--- config.mk ---
export PLATFORM = sky130hd
export DESIGN_NAME = dmem_arbiter
export DESIGN_NICKNAME = d
export VERILOG_FILES = /design/src/rtl/dmem_arbiter.sv
export SDC_FILE = /design/constraint.sdc
export NUM_CORES = 1
export LEC_CHECK = 0
export ABC_AREA = 1
export BUFFER_PORTS_ARGS = -buffer_cell sky130_fd_sc_hd__buf_2
export CAP_MARGIN = 30
export CORE_AREA = 2 2 117 119
export DETAILED_ROUTE_END_ITERATION = 6
export DIE_AREA = 0 0 119 121
export HOLD_SLACK_MARGIN = 0.03
export PLACE_DENSITY = 0.8
export SETUP_SLACK_MARGIN = 0.05
export SLEW_MARGIN = 20
export SYNTH_ARGS = -nofsm -noshare
export SYNTH_HDL_FRONTEND = slang
export SYNTH_SLANG_ARGS = --single-unit
export TNS_END_PERCENT = 5
--- constraint.sdc ---
create_clock -name i_clk -period 2.6 [get_ports i_clk]
set_input_delay 0.52 -clock i_clk [delete_from_list [all_inputs] [get_ports i_clk]]
set_output_delay 0.52 -clock i_clk [all_outputs]
set_load 0.03 [all_outputs]
--- src/rtl/dmem_arbiter.sv ---
// Shares one fixed-latency data memory between the MEM-stage CPU port and a debug port.
// CPU has priority; debug is forced through after DBG_MAX_WAIT consecutive lost arbitrations.
module dmem_arbiter #(
  parameter int ADDR_W       = 32,
  parameter int DATA_W       = 32,
  parameter int MEM_LAT      = 1,
  parameter int DBG_MAX_WAIT = 3
) (
  input  logic              i_clk,
  input  logic              i_reset,
  input  logic              i_cpu_req,
  input  logic              i_cpu_we,
  input  logic [ADDR_W-1:0] i_cpu_addr,
  input  logic [DATA_W-1:0] i_cpu_wdata,
  output logic [DATA_W-1:0] o_cpu_rdata,
  output logic              o_cpu_ack,
  output logic              o_cpu_stall,
  input  logic              i_dbg_req,
  input  logic              i_dbg_we,
  input  logic [ADDR_W-1:0] i_dbg_addr,
  input  logic [DATA_W-1:0] i_dbg_wdata,
  output logic [DATA_W-1:0] o_dbg_rdata,
  output logic              o_dbg_ack,
  output logic              o_mem_en,
  output logic              o_mem_we,
  output logic [ADDR_W-3:0] o_mem_addr,
  output logic [DATA_W-1:0] o_mem_wdata,
  input  logic [DATA_W-1:0] i_mem_rdata,
  output logic [1:0]        o_owner
);

  typedef enum logic [1:0] {S_IDLE, S_ISSUE, S_WAIT, S_RESP} state_t;

  localparam logic [1:0] OWN_NONE  = 2'd0;
  localparam logic [1:0] OWN_CPU   = 2'd1;
  localparam logic [1:0] OWN_DBG   = 2'd2;
  localparam logic [3:0] WAIT_LOAD = 4'(MEM_LAT - 1);
  localparam logic [3:0] DBG_MAX   = 4'(DBG_MAX_WAIT);

  state_t              r_state;
  logic [1:0]          r_owner;
  logic                r_we;
  logic [ADDR_W-3:0]   r_addr;
  logic [DATA_W-1:0]   r_wdata;
  logic [3:0]          r_wait;
  logic [3:0]          r_dbg_wait_cnt;
  logic                r_mem_en;
  logic                r_mem_we;
  logic                r_cpu_ack;
  logic                r_dbg_ack;

  logic w_dbg_wins;
  logic w_unused_addr_bits;

  assign w_dbg_wins = i_dbg_req & (~i_cpu_req | (r_dbg_wait_cnt == DBG_MAX));
  // Byte-offset bits are dropped on purpose; misalignment is silently ignored.
  assign w_unused_addr_bits = &{1'b0, i_cpu_addr[1:0], i_dbg_addr[1:0]};

  always_ff @(posedge i_clk or posedge i_reset) begin
    if (i_reset) begin
      r_state        <= S_IDLE;
      r_owner        <= OWN_NONE;
      r_we           <= 1'b0;
      r_addr         <= '0;
      r_wdata        <= '0;
      r_wait         <= 4'd0;
      r_dbg_wait_cnt <= 4'd0;
      r_mem_en       <= 1'b0;
      r_mem_we       <= 1'b0;
      r_cpu_ack      <= 1'b0;
      r_dbg_ack      <= 1'b0;
    end else begin
      r_mem_en  <= 1'b0;
      r_mem_we  <= 1'b0;
      r_cpu_ack <= 1'b0;
      r_dbg_ack <= 1'b0;
      case (r_state)
        S_IDLE: begin
          if (w_dbg_wins) begin
            r_owner        <= OWN_DBG;
            r_we           <= i_dbg_we;
            r_addr         <= i_dbg_addr[ADDR_W-1:2];
            r_wdata        <= i_dbg_wdata;
            r_dbg_wait_cnt <= 4'd0;
            r_mem_en       <= 1'b1;
            r_mem_we       <= i_dbg_we;
            r_state        <= S_ISSUE;
          end else if (i_cpu_req) begin
            r_owner  <= OWN_CPU;
            r_we     <= i_cpu_we;
            r_addr   <= i_cpu_addr[ADDR_W-1:2];
            r_wdata  <= i_cpu_wdata;
            r_mem_en <= 1'b1;
            r_mem_we <= i_cpu_we;
            r_state  <= S_ISSUE;
            if (!i_dbg_req)
              r_dbg_wait_cnt <= 4'd0;
            else if (r_dbg_wait_cnt != DBG_MAX)
              r_dbg_wait_cnt <= r_dbg_wait_cnt + 4'd1;
          end else begin
            r_dbg_wait_cnt <= 4'd0;
          end
        end
        S_ISSUE: begin
          if (MEM_LAT > 1) begin
            r_wait  <= WAIT_LOAD;
            r_state <= S_WAIT;
          end else begin
            r_cpu_ack <= (r_owner == OWN_CPU);
            r_dbg_ack <= (r_owner == OWN_DBG);
            r_state   <= S_RESP;
          end
        end
        S_WAIT: begin
          if (r_wait == 4'd1) begin
            r_cpu_ack <= (r_owner == OWN_CPU);
            r_dbg_ack <= (r_owner == OWN_DBG);
            r_state   <= S_RESP;
          end else begin
            r_wait <= r_wait - 4'd1;
          end
        end
        S_RESP: begin
          r_owner <= OWN_NONE;
          r_state <= S_IDLE;
        end
        default: begin
          r_owner <= OWN_NONE;
          r_state <= S_IDLE;
        end
      endcase
    end
  end

  // Read data passes straight from memory during the ack cycle; writes return zero.
  assign o_cpu_rdata = (r_cpu_ack && !r_we) ? i_mem_rdata : '0;
  assign o_dbg_rdata = (r_dbg_ack && !r_we) ? i_mem_rdata : '0;
  assign o_cpu_ack   = r_cpu_ack;
  assign o_dbg_ack   = r_dbg_ack;
  assign o_cpu_stall = i_cpu_req & ~r_cpu_ack;
  assign o_mem_en    = r_mem_en;
  assign o_mem_we    = r_mem_we;
  assign o_mem_addr  = r_addr;
  assign o_mem_wdata = r_wdata;
  assign o_owner     = r_owner;

endmodule

==> flow_metrics.tcl <==
set metrics [dict create \
    status "complete, no violations" \
    cp-end-kind "output pin" \
    leakagePower_nw 4.213 \
    setup_viol 0 \
    ant_nets 0 \
    post_cts_buffers 0 \
    drive_gt1_share_pct 34.35 \
    grt_max_degree 80 \
    slew_viol_final 0 \
    finalHoldViolations 0 \
    placed_cell_area_sq_um 6322 \
    cts-root-buf "clkbuf_16" \
    synth_cell_types 20 \
    ios 299 \
    slew_headroom_pct 53.82 \
    hold_path_class "primary input to async pin" \
    fin_skew_ns 0.008109 \
    fin_nets 1124 \
    rsz0062_at_grt "false" \
    cts_max_level 3 \
    wl_per_cell_microns 13.71 \
    seq_area_frac_synth_pct 41.58 \
    p_sw_w 0.003088 \
    grt_overflow 0 \
    drv_cap 0 \
    antenna_cells 0 \
    cp_slowest_stage_delay_ns 0.40 \
    required_ns 2.08 \
    vias 5120 \
    start_util_pct 36.34 \
    synth_seq_cells 79 \
    rrSetupSlack_ns 0.69 \
    combPwrFrac_pct 48.1 \
    power.density_nw_per_um2 1013 \
    postSynthCellCount 674 \
    area_growth_pct 40.08 \
    wl_microns 15510 \
    fill_cells 1279 \
    mostFrequentLayoutCell "buf_2" \
    grt_pass1_wl_microns 23630 \
    gp_congestion 0.8786 \
    power_frac_clock_pct 21.2 \
    seq_power_share_pct 30.7 \
    reg2reg_to "o_mem_wdata[1]" \
    antenna_found_initial 0 \
    crit_arrival_ns 1.73 \
    die-area_sq_um 14400 \
    cp-start-kind "register" \
    hold_buffers 0 \
    ir_drop_uv 428.3 \
    mostFrequentLayoutCells "294 x buf_2, 206 x nand2_1, 112 x inv_1" \
    core-area_sq_um 13090 \
    drt_iter0_markers 212 \
    port-buffer-count 294 \
    cts_tree "yes" \
    tightest_slew_ns 0.6927 \
    final_area_sq_um 6660 \
    max_freq_mhz 445.2 \
    first_global_vias 4734 \
    routed_via_density 4.527 \
    synth_area_sq_um 4755 \
    cts_sinks 79 \
    clk_pin_slew_worst_paths_ns 0.06 \
    synth.avg_cell_area_sq_um 7.054 \
    synth_top_cell_by_area "dfrtp_1" \
    worstSetupPathType "register to output pin" \
    p_int_w 0.003659 \
    drc 0 \
    cts_resized 0 \
    timing.final.crit_share_pct 86.38 \
    switching_share_pct 45.76 \
    hpwl_microns 11660 \
    path_max_fanout 17 \
    clock_latency_ns 0.33 \
    cts_buffers 9 \
    clockBufferDepth 2 \
    fin_setup_tns_ns 0 \
    timing.rr.start "r_state[1]" \
    grt.total_usage_pct 20.86 \
    synth_area_leaders "dfrtp_1 42%, nand2_1 16%, nand3b_1 9.8%" \
    path_cells "inv_1 > nand2_1 > buf_4 > nor2_1 > buf_2" \
    core.rowCount 42 \
    die_w_microns 119 \
    dr.pass1.iters 5 \
    r2r_cells 7 \
    syn-num-nets 848 \
    synth_top_area_share_pct 41.58 \
    period_needed_ns 2.246 \
    ys.warnings.count 0 \
    die_h_microns 121 \
    critPathSlowestCell "dfrtp_1" \
]
==> power by group through the flow <==
stage          combinational (W)  clock [W]  sequential (W)
2_1_floorplan            0.00125          0         0.00306
3_3_place_gp             0.00322          0         0.00207
3_5_place_dp             0.00328          0         0.00207
4_1_cts                  0.00328    0.00147         0.00207
5_1_grt                  0.00352    0.00151         0.00214
6_report                 0.00325    0.00143         0.00207
==> per-stage QoR <==
step	utilization (%)	cells	hold WS, ns	setup WS, ns	total power (W)
final	50.90	1131	0.2740	0.3540	0.006747
after global routing	50.90	1131	0.3080	0.2397	0.007180
after CTS	50.90	1131	0.2964	0.3413	0.006823
after detailed placement	48.32	1115	0.4598	0.7130	0.005356
after global placement	48.32	1115	0.4573	0.7358	0.005298
after floorplan	-	674	0.4490	0.05662	0.004310
==> cells in the mapped netlist (all sizes together) <==
master and instances:
nand2 208, inv 114, dfrtp 79, nor2 72, nand3 69, nand3b 62
buf 34, clkbuf 8, ha 8, o21ai 8, a21oi 4, xor2 4
nand4 2, o22ai 2
==> worst max path at each step <==
| stage | startpoint | depth (start not counted) | to | slack [ns] |
|---|---|---|---|---|
| 5_1_grt | r_we | 5 | o_dbg_rdata[15] | 0.24 |
| 4_1_cts | r_we | 5 | o_dbg_rdata[15] | 0.34 |
| 3_5_place_dp | r_we | 5 | o_dbg_rdata[15] | 0.71 |
| 3_3_place_gp | r_we | 5 | o_dbg_rdata[10] | 0.74 |
| 2_1_floorplan | i_reset | 1 | o_cpu_ack | 0.06 |
| 6_report | r_we | 5 | o_dbg_rdata[15] | 0.35 |
==> per-layer routing <==
metal  global-route usage, %  part of all wire [%]
met1                   23.08                    39
met4                   9.747                   3.8
met3                   4.652                   6.2
met2                   37.97                    51
met5                       0                     0
==> cell families after synthesis <==
family          Yosys count  synth area share (%)
compound gates           14                 1.605
xor+xnor                  4                0.7368
fa+ha+maj                 8                 2.105
buf+inv                 156                 14.50
flops                    79                 41.58
simple gates            413                 39.47
==> layout make-up <==
type,instances,area [sq um],share of cell area (%)
Clock buffer,10,229.0,3.438
Clock inverter,6,108.9,1.634
Tap cell,176,220.2,3.306
Timing Repair Buffer,307,1594,23.93
Sequential cell,79,1977,29.68
Inverter,114,429.2,6.444
Multi-Input combinational cell,439,2102,31.56
==> registers in the layout, summed over array words and instances (netlist names) <==
name / cells
o_mem_addr: 30
o_cpu_ack: 1
o_mem_wdata: 32
r_state: 2
o_owner: 2
r_we: 1
r_wait: 4
o_mem_en: 1
o_mem_we: 1
o_dbg_ack: 1
r_dbg_wait_cnt: 4
==> critical path, delay by kind of cell (launching register included) <==
| family | cells | cell delay (ns) |
|---|---|---|
| and+or+nand+nor | 2 | 0.38 |
| buffers and inverters | 3 | 0.61 |
| DFF | 1 | 0.40 |
Note: power is estimated with default switching activity, not from simulation.
